$ cat config.mk
export PLATFORM = sky130hd
export DESIGN_NAME = mem_arbiter
export DESIGN_NICKNAME = d
export VERILOG_FILES = /design/src/rtl/mem_arbiter.sv
export SDC_FILE = /design/constraint.sdc
export NUM_CORES = 1
export LEC_CHECK = 0
export BUFFER_PORTS_ARGS = -buffer_cell sky130_fd_sc_hd__buf_2
export CORE_MARGIN = 2
export CORE_UTILIZATION = 29
export CTS_CLUSTER_SIZE = 30
export DETAILED_ROUTE_END_ITERATION = 8
export GPL_TIMING_DRIVEN = 1
export PLACE_DENSITY = 0.6
export SYNTH_ARGS = -nofsm -noshare
export SYNTH_HDL_FRONTEND = slang
export SYNTH_SLANG_ARGS = --single-unit
$ cat constraint.sdc
create_clock -name clk -period 7.9 [get_ports clk]
set_input_delay 1.185 -clock clk [delete_from_list [all_inputs] [get_ports clk]]
set_output_delay 1.185 -clock clk [all_outputs]
set_load 0.005 [all_outputs]
$ cat src/rtl/mem_arbiter.sv
// Round-robin arbiter sharing one single-ported memory
// between the instruction-fetch and load/store ports.
module mem_arbiter #(
  parameter int MEM_LATENCY = 2,
  parameter int ADDR_W      = 32,
  parameter int DATA_W      = 32
) (
  input  logic                clk,
  input  logic                reset,
  input  logic                if_req,
  input  logic [ADDR_W-1:0]   if_addr,
  output logic [DATA_W-1:0]   if_rdata,
  output logic                if_ready,
  input  logic                d_req,
  input  logic                d_we,
  input  logic [ADDR_W-1:0]   d_addr,
  input  logic [DATA_W-1:0]   d_wdata,
  input  logic [DATA_W/8-1:0] d_be,
  output logic [DATA_W-1:0]   d_rdata,
  output logic                d_ready,
  output logic                mem_en,
  output logic                mem_we,
  output logic [ADDR_W-1:0]   mem_addr,
  output logic [DATA_W-1:0]   mem_wdata,
  output logic [DATA_W/8-1:0] mem_be,
  input  logic [DATA_W-1:0]   mem_rdata,
  output logic                busy
);

  localparam int CNT_W = 4;
  localparam logic [CNT_W-1:0] CNT_LOAD =
    CNT_W'(MEM_LATENCY - 1);

  typedef enum logic [1:0] {
    IDLE,
    BUSY,
    DONE
  } stateT;

  typedef enum logic {
    FETCH,
    DATA
  } portT;

  stateT            state;
  stateT            stateNext;
  portT             owner;
  portT             lastGrant;
  portT             grantPort;
  logic             grantEn;
  logic             finish;
  logic [CNT_W-1:0] cnt;

  always_comb begin
    stateNext = state;
    grantEn   = 1'b0;
    grantPort = FETCH;
    finish    = 1'b0;
    unique case (state)
      IDLE: begin
        if (if_req || d_req) begin
          grantEn   = 1'b1;
          stateNext = BUSY;
          // A tie goes to whichever port did not win last time.
          if (if_req && d_req) begin
            grantPort = (lastGrant == FETCH) ? DATA : FETCH;
          end else begin
            grantPort = d_req ? DATA : FETCH;
          end
        end
      end
      BUSY: begin
        if (cnt == '0) begin
          finish    = 1'b1;
          stateNext = DONE;
        end
      end
      DONE:    stateNext = IDLE;
      default: stateNext = IDLE;
    endcase
  end

  always_ff @(posedge clk or posedge reset) begin
    if (reset) begin
      state     <= IDLE;
      owner     <= FETCH;
      lastGrant <= FETCH;
      cnt       <= '0;
      mem_en    <= 1'b0;
      mem_we    <= 1'b0;
      mem_addr  <= '0;
      mem_wdata <= '0;
      mem_be    <= '0;
      if_ready  <= 1'b0;
      d_ready   <= 1'b0;
      if_rdata  <= '0;
      d_rdata   <= '0;
      busy      <= 1'b0;
    end else begin
      state    <= stateNext;
      if_ready <= 1'b0;
      d_ready  <= 1'b0;
      if (grantEn) begin
        owner     <= grantPort;
        lastGrant <= grantPort;
        cnt       <= CNT_LOAD;
        mem_en    <= 1'b1;
        busy      <= 1'b1;
        if (grantPort == DATA) begin
          mem_addr  <= d_addr;
          mem_we    <= d_we;
          mem_wdata <= d_wdata;
          mem_be    <= d_be;
        end else begin
          mem_addr  <= if_addr;
          mem_we    <= 1'b0;
          mem_wdata <= '0;
          mem_be    <= '1;
        end
      end
      if (state == BUSY && !finish) begin
        cnt <= cnt - 1'b1;
      end
      if (finish) begin
        mem_en <= 1'b0;
        mem_we <= 1'b0;
        if (owner == DATA) begin
          d_ready <= 1'b1;
          if (!mem_we) begin
            d_rdata <= mem_rdata;
          end
        end else begin
          if_ready <= 1'b1;
          if_rdata <= mem_rdata;
        end
      end
      if (state == DONE) begin
        busy <= 1'b0;
      end
    end
  end

endmodule

==> results.cfg, run 1 <==
[timing]
post-route-period-util_pct = 31.51
max_freq_ghz = 0.4017
fin_skew_ps = 7.484
rsz0062_at_grt = no
drv_slew = 0
setup_viol = 0
fin_hold_ws_ps = 478.3
max_slew_margin_pct = 24.71
worst-slew-pin-transition_ps = 1129
fin_setup_tns_ps = 0
hold_viol_final = 0
min_period_ps = 2489

[grt]
antenna_found_initial = 0
grt_pass1_wl_um = 25180
grt_max_degree = 93
grt-ovfl-total = 0
grt_use_total_pct = 14.94
grt_pass1_vias = 4698

[final_layout]
layout_commonest_cell = buf_2
layout-drive-gt1-share_pct = 52.74
filler_cell_count = 1888
regArea_sq_um = 3603
multiInputGateArea_sq_um = 1999
nNetsFinal = 855
antenna_cells_inserted = 0
final_cell_mix = buf_2, dfrtp_1, mux2_2, o21ai_0
syn_to_final_growth_pct = 39.93

[clock_tree]
clk_pin_slew_ps = 60
clock_latency_ps = 420
ctsResizeCount = 0
htreeDepth = 4
cts_hold_buf = 0
numCtsBuffers = 17
cts_root_buf = clkbuf_16
cts_buffer_depth = 2
clock_sinks = 144
cts_tree = built
postCtsSetupBuffers = 0

[route]
drc = 0
wl_um = 15550
vias = 4689
wl_per_cell_um = 15.63
first_pass_iters = 4
drtAntennaViolNets = 0
drt_iter0_markers = 165
vias_per_cell = 4.713

[synth]
avgSynthCellArea_sq_um = 12.82
synth_compound_area_share_pct = 16.76
synth_area_leaders = dfrtp_1, mux2_2, a22o_1
yosys.area_share.xor_xnor_pct = 0
synth_seq_cells = 144
synth_top_family_by_area = compound AO/OA/AOI/OAI gates
syn_area_sq_um = 5769
synth_top_cell_by_area = dfrtp_1
ys_seq_area_share_pct = 62.46
synth_top_area_share_pct = 62.46
synth_fa_ha_area_share_pct = 0.2169
synth_cells = 450
synth_flop_cell = dfrtp_1
synth_edf_count = 0
syn_nets = 588
synthMuxAreaShare_pct = 12.69
synthArstFlopShare_pct = 100.0
yosysWarnings = 0
synth-simple-area-share_pct = 4.641
synth.distinct_cells = 38

[setup_path]
crit_path_start_kind = input pin
path_class = input pin to flop
critPathSlowestCell = a21bo_1
slowest_delay_ps = 930
crit_cells = 5
path_cells = buf_2 -> a21bo_1 -> nor2_2 -> buf_4 -> a22o_1
critical_path.endpoint_type = flop
required_ps = 8200
reg2reg_depth = 4
worstPathMaxFanout = 33
critical-path-top-delay-family = compound AO/OA/AOI/OAI gates
critPathBufInv = 2
crit_arrival_ps = 2790

[run_status]
status = complete, no violations

[power_and_ir_drop]
vdd_ir_drop_max_uv = 185.4
power_leakage_nw = 3.984
powerDensity_nw_per_um2 = 423.4

[floorplan]
rows = 51
initial_core_util_pct = 29.64
die_area_sq_um = 21040
core_area_sq_um = 19460
num_io_pins = 274
die_x_um = 145.0
die_h_um = 145.0

[worst_hold_path]
hp-class = flop to flop
whs_path_depth = 1

[place]
port_buffers = 273
dp_hpwl_um = 10460
gp_congestion = 0.7468

[job]
max-cap-violations = 0
## where the power goes
group          total (mW)  internal (mW)  leakage [nW]  switching (mW)
registers            1.29           1.10          1.76           0.189
clock network       0.916          0.603         0.331           0.313
logic                1.21          0.619          1.89           0.591
## per-layer routing
layer	GRT usage, %	wire, um
met3	3.962	1062
met5	0	0
met2	23.36	7233
met1	19.60	6860
met4	6.386	391
## cell type report
class / instances / area share [%]
timing repair buffer: 282 / 17.76
tap: 265 / 4.107
multi-input combinational: 266 / 24.77
clock inverter: 13 / 2.898
sequential: 144 / 44.64
inverter: 6 / 0.3410
clock buffer: 19 / 5.487
## path summary, 6_finish.rpt
path	end	slack, ps	startpoint
worst max-delay path	mem_wdata[19]$_DFFE_PP0P_	5410	d_req
max in group asynchronous	if_rdata[4]$_DFFE_PP0P_	5770	reset
worst min-delay path	if_rdata[18]$_DFFE_PP0P_	480	if_rdata[18]$_DFFE_PP0P_
worst min register to register	if_rdata[18]$_DFFE_PP0P_	480	if_rdata[18]$_DFFE_PP0P_
min in group asynchronous	if_rdata[23]$_DFFE_PP0P_	950	reset
worst max register to register	mem_wdata[19]$_DFFE_PP0P_	5740	lastGrant$_DFFE_PP0P_
## cell usage after synthesis, drive strengths merged, types with 2 or more instances
cell    count
buf        16
o21ai      37
and3        2
o22a        4
nand2       3
nor2       37
a21oi      34
inv         6
a22o       32
o31ai      32
mux2       65
clkbuf     18
dfrtp     144
## flip-flops by register name (all words and copies together), names as in the netlist
signal / count
mem_be: 4
mem_en: 1
busy: 1
mem_we: 1
cnt: 4
if_rdata: 32
lastGrant: 1
mem_addr: 32
state: 2
if_ready: 1
d_ready: 1
d_rdata: 32
mem_wdata: 32
## logic make-up (layout without fill, tap and decap cells)
kind of cell / Yosys count / in the layout
buffers and inverters: 40 / 320
AND/OR/NAND/NOR: 54 / 54
adder cells (fa/ha/maj): 1 / 1
AO/OA/AOI/OAI: 146 / 146
multiplexers: 65 / 65
flip-flops: 144 / 144
## through the flow
step           instance area (sq um)  cells  setup slack (ps)  utilization [%]  total power, mW
2_1_floorplan                   5769    450              2849                -            1.970
3_3_place_gp                    7396    963              4963            38.00            2.510
3_5_place_dp                    7396    963              4973            38.00            2.538
4_1_cts                         8073    995              5423            41.48            3.477
5_1_grt                         8073    995              5282            41.48            3.659
6_report                        8073    995              5411            41.48            3.418
(Power assumes the default switching activity.)
==> inputs of run 2 (changes only) <==
==> constraint.sdc (replaced) <==
create_clock -name clk -period 2.4 [get_ports clk]
set_input_delay 0.36 -clock clk [delete_from_list [all_inputs] [get_ports clk]]
set_output_delay 0.36 -clock clk [all_outputs]
set_load 0.005 [all_outputs]
==> run 2 against run 1 <==
Non-clock buffer count is 2 higher. Sequential share of layout area is 0.17 points higher. Via count is 0.21% lower. Sequential power grew to 3.3 times the previous value. Hold slack worse by 320 ps. Power grew to 3.2 times the previous value. Largest cell class unchanged. Register-to-register slack worse by 5300 ps. Wire length is 0.27% lower. Global-route usage is 0.070 points lower. Combinational power grew to 3.3 times the previous value. Sequential cell count stayed put. Critical endpoint is now if_rdata[8]$_DFFE_PP0P_. Highest routed layer unchanged. Critical path depth is 1 higher.
==> results.cfg, run 2 (same netlist as run 1, synthesis figures left out) <==
[clock_tree]
cts_root_buf = clkbuf_16
htreeDepth = 4
postCtsSetupBuffers = 0
cts_buffer_depth = 2
clk_pin_slew_ps = 50
clock_sinks = 144
clock_latency_ps = 410
cts_hold_buf = 0
ctsResizeCount = 0
numCtsBuffers = 17
cts_tree = built

[worst_hold_path]
hp-class = input pin to async pin

[setup_path]
rrSetupSlack_ps = 460
required_ps = 2690
cp-endpoint = if_rdata[8]$_DFFE_PP0P_
timing.rr.end = if_rdata[8]$_DFFE_PP0P_
worstPathMaxFanout = 33
critPathSlowestCell = or3b_4
crit_cells = 6
slowest_delay_ps = 420
path_cells = inv_1 -> ha_1 -> or3b_4 -> nor3_4 -> buf_12 -> mux2_2
critical-path-top-delay-family = simple AND/OR/NAND/NOR gates
crit_start = cnt[0]$_DFFE_PP0P_
critPathBufInv = 2
critical_path.endpoint_type = flop
crit_arrival_ps = 2230
path_class = flop to flop
crit_path_start_kind = flop
r2r-start = cnt[0]$_DFFE_PP0P_
reg2reg_depth = 6

[timing]
drv_slew = 0
setup_viol = 0
rsz0062_at_grt = no
max_freq_ghz = 0.5147
setup_ws_ps = 457.0
hold_viol_final = 0
post-route-period-util_pct = 80.96
fin_setup_tns_ps = 0
min_period_ps = 1943
max_slew_margin_pct = 45.91
fin_skew_ps = 7.821
worst-slew-pin-transition_ps = 811.4

[grt]
antenna_found_initial = 2
grt_util_met1_pct = 18.78
grt_max_degree = 145
grt_use_total_pct = 14.87
grt-ovfl-total = 0
grt_pass1_wl_um = 25230
use_met3_pct = 4.308
grt_pass1_vias = 4813
use_met2_pct = 24.62
grt_busiest_layer = met2

[route]
drc = 0
drt_iter0_markers = 161
vias = 4679
vias_per_cell = 4.698
first_pass_iters = 4
drtAntennaViolNets = 0
wl_per_cell_um = 15.57
wl_um = 15510

[floorplan]
die_area_sq_um = 21040
rows = 51
die_x_um = 145.0
initial_core_util_pct = 29.64
num_io_pins = 274
core_area_sq_um = 19460
die_h_um = 145.0

[place]
port_buffers = 273
dp_slack_ps = 453.3
dp_hpwl_um = 10580
gp_congestion = 0.7666

[power_and_ir_drop]
vdd_ir_drop_max_uv = 491.6
power_leakage_nw = 3.953
powerDensity_nw_per_um2 = 1352
finalPower_mw = 10.87

[final_layout]
final_cell_mix = buf_2, dfrtp_1, mux2_2, o21ai_0
filler_cell_count = 1878
multiInputGateArea_sq_um = 1999
layout-drive-gt1-share_pct = 52.81
nNetsFinal = 857
regArea_sq_um = 3603
layout_commonest_cell = buf_2
syn_to_final_growth_pct = 39.38

[run_status]
status = complete, no violations

[job]
max-cap-violations = 0
-- run 2: cell count changes in the layout (fill, tap and decap cells not counted), moves of 3 or more --
cell	before	now
buf_12	0	4
clkinvlp_4	0	4
bufinv_16	6	2
clkinv_4	4	1
-- run 2: area by class of cell --
type                    instances  area share, %
clock inverters                 9          1.369
inverters                       6         0.3267
clock buffers                  20          5.804
flip-flops and latches        144          44.81
diodes                          2        0.06224
well taps                     265          4.123
multi-input cells             266          24.86
repair buffers                284          18.64
-- run 2: report_power, final --
part	internal [mW]	total, mW	switching [mW]
combinational	2.10	4.05	1.95
sequential	3.63	4.24	0.609
clock	1.60	2.58	0.984
-- run 2: tightest hold or removal path: stages --
cell and delay (ps):
buf_2 110, clkinvlp_4 70, buf_12 510
-- run 2: worst min-delay path by stage --
stage	start	end	slack [ps]	cells after the start
3_5_place_dp	if_rdata[18]$_DFFE_PP0P_	if_rdata[18]$_DFFE_PP0P_	480	1
4_1_cts	d_wdata[11]	mem_wdata[11]$_DFFE_PP0P_	150	2
6_report	reset	mem_wdata[1]$_DFFE_PP0P_	160	3
2_1_floorplan	if_rdata[17]$_DFFE_PP0P_	if_rdata[17]$_DFFE_PP0P_	480	1
5_1_grt	d_be[0]	mem_be[0]$_DFFE_PP0P_	150	2
3_3_place_gp	if_rdata[18]$_DFFE_PP0P_	if_rdata[18]$_DFFE_PP0P_	470	1
-- run 2: per-layer routing --
layer  wire length [um]  vias to the layer above
li1                   -                     2180
met1               6714                     2306
met2               7494                      180
met3               1090                       13
met4                204                        0
met5                  0                        -
-- run 2: through the flow --
| step | instances | util [%] | hold WS [ps] | cell area, sq um |
|---|---|---|---|---|
| after floorplan | 450 | - | 482.8 | 5773 |
| after global placement | 965 | 38.33 | 470.6 | 7460 |
| after detailed placement | 965 | 38.33 | 481.0 | 7460 |
| after CTS | 994 | 41.29 | 145.9 | 8036 |
| after global routing | 995 | 41.31 | 145.1 | 8039 |
| final | 996 | 41.32 | 160.7 | 8041 |
==> inputs of run 3 (changes only) <==
--- a/config.mk
+++ b/config.mk
@@ -11,7 +11,7 @@
 export CTS_CLUSTER_SIZE = 30
 export DETAILED_ROUTE_END_ITERATION = 8
 export GPL_TIMING_DRIVEN = 1
-export PLACE_DENSITY = 0.6
+export PLACE_DENSITY = 0.62
 export SYNTH_ARGS = -nofsm -noshare
 export SYNTH_HDL_FRONTEND = slang
 export SYNTH_SLANG_ARGS = --single-unit
==> constraint.sdc (replaced) <==
create_clock -name clk -period 1.57 [get_ports clk]
set_input_delay 0.2355 -clock clk [delete_from_list [all_inputs] [get_ports clk]]
set_output_delay 0.2355 -clock clk [all_outputs]
set_load 0.005 [all_outputs]
==> run 3 against run 2 <==
Clock skew grew 1.8 ps. First-iteration DRC count grew 1.2%. Clock power grew 50%. The flow now finishes with violations (negative setup slack). Wire length grew 6.1%. Via count grew 1.9%. Register-to-register slack lost 760 ps. Cell count grew 2.6%. Global-route usage grew 0.70 points. Core utilization grew 2.4 points. Sequential share of layout area shrank 2.5 points. Critical path depth grew 1.
==> results.cfg, run 3 (same netlist as run 1, synthesis figures left out) <==
[timing]
rsz0062_at_grt = yes
post-route-period-util_pct = 119.5
max_slew_margin_pct = 66.64
drv_slew = 0
worst-slew-pin-transition_ps = 500.4
fin_hold_ws_ps = 33.28
max_freq_ghz = 0.5332
min_period_ps = 1876
setup_ws_ps = -305.5
hold_viol_final = 0
fin_skew_ps = 9.649
setup_viol = 64

[setup_path]
worstPathMaxFanout = 15
crit_path_start_kind = flop
path_class = flop to flop
reg2reg_depth = 7
rrSetupSlack_ps = -310
r2r-start = cnt[0]$_DFFE_PP0P_
critical_path.endpoint_type = flop
required_ps = 1860
cp-endpoint = if_rdata[30]$_DFFE_PP0P_
timing.rr.end = if_rdata[30]$_DFFE_PP0P_
crit_start = cnt[0]$_DFFE_PP0P_
crit_arrival_ps = 2170

[grt]
grt_pass1_wl_um = 25990
grt_use_total_pct = 15.57
grt-ovfl-total = 0
grt_pass1_vias = 4818
antenna_found_initial = 0
grt_max_degree = 96

[run_status]
status = finished with violations
violations = negative setup slack

[place]
dpl.cell_count = 981
gp_congestion = 0.8092
port_buffers = 273
dp_slack_ps = -353.8
placedInstanceArea_sq_um = 7765
dp_hpwl_um = 11040

[final_layout]
final_cell_mix = buf_2, dfrtp_1, o21ai_0, a21oi_1, mux2_4
syn_to_final_growth_pct = 47.63
layout_commonest_cell = buf_2
layout-drive-gt1-share_pct = 55.48
nNetsFinal = 882
antenna_cells_inserted = 0
final_cell_area_sq_um = 8517
final_cells = 1022

[power_and_ir_drop]
vdd_ir_drop_max_uv = 775.8
powerDensity_nw_per_um2 = 2080
power_leakage_nw = 4.228
finalPower_mw = 17.72

[floorplan]
die_area_sq_um = 21040
num_io_pins = 274
initial_core_util_pct = 29.64
die_x_um = 145.0
die_h_um = 145.0
core_area_sq_um = 19460
rows = 51

[clock_tree]
numCtsBuffers = 17
cts_tree = built
cts_root_buf = clkbuf_16
clock_sinks = 144
clock_latency_ps = 410
htreeDepth = 4
cts_buffer_depth = 2
clk_pin_slew_ps = 60

[route]
vias_per_cell = 4.667
drc = 0
drt_iter0_markers = 163
vias = 4770
first_pass_iters = 4
wl_um = 16450
wl_per_cell_um = 16.10
drtAntennaViolNets = 0

[job]
max-cap-violations = 0

[worst_hold_path]
hp-class = input pin to flop
-- run 3: routing by layer --
metal	vias to the layer above	GRT usage [%]	routed length [um]
met5	-	0	0
met2	188	23.81	7745
met3	23	4.623	1124
li1	2239	-	-
met1	2320	20.80	7258
met4	0	6.040	325
-- run 3: final cells by class --
type,instances,area [sq um]
Fill cell,1837,10950
Sequential cell,144,3603
Multi-Input combinational cell,266,2177
Timing Repair Buffer,309,1812
Clock buffer,21,460.4
Tap cell,265,331.6
Clock inverter,11,106.4
Inverter,6,26.28
-- run 3: critical path, cell delays in order (launching register included) --
cell,delay (ps)
dfrtp_1,380
inv_2,80
ha_4,130
or3b_4,390
nor3_4,130
buf_4,150
buf_12,170
mux2_4,320
-- run 3: how the worst min path moves through the flow --
stage / startpoint / to / slack [ps] / cells past startpoint
6_report: d_wdata[17] / mem_wdata[17]$_DFFE_PP0P_ / 30 / 2
5_1_grt: d_be[0] / mem_be[0]$_DFFE_PP0P_ / 10 / 2
4_1_cts: d_wdata[17] / mem_wdata[17]$_DFFE_PP0P_ / 7 / 2
3_5_place_dp: reset / cnt[2]$_DFFE_PP0P_ / 370 / 3
3_3_place_gp: reset / cnt[3]$_DFFE_PP0P_ / 370 / 3
2_1_floorplan: d_be[0] / mem_be[0]$_DFFE_PP0P_ / 360 / 1
-- run 3: where the power goes --
group          leakage, nW  switching [mW]  internal (mW)  total [mW]
sequential            1.76           0.975           5.55        6.53
clock                0.270            1.60           2.28        3.88
combinational         2.20            3.26           4.05        7.31
-- run 3: repair_timing --
item	4_1_cts	5_1_grt
resized for setup	7	9
endpoints found under the setup margin	67	109
hold endpoints to repair	49	0
cloned	3	1
buffers inserted	7	0
hold buffers	1	0
pin swaps	0	1
-- run 3: stage by stage --
stage          setup TNS (ps)  utilization [%]
3_3_place_gp           -11450            39.90
5_1_grt                -19180            43.76
2_1_floorplan          -79540                -
3_5_place_dp           -14000            39.90
4_1_cts                -17330            43.63
6_report               -13880            43.76
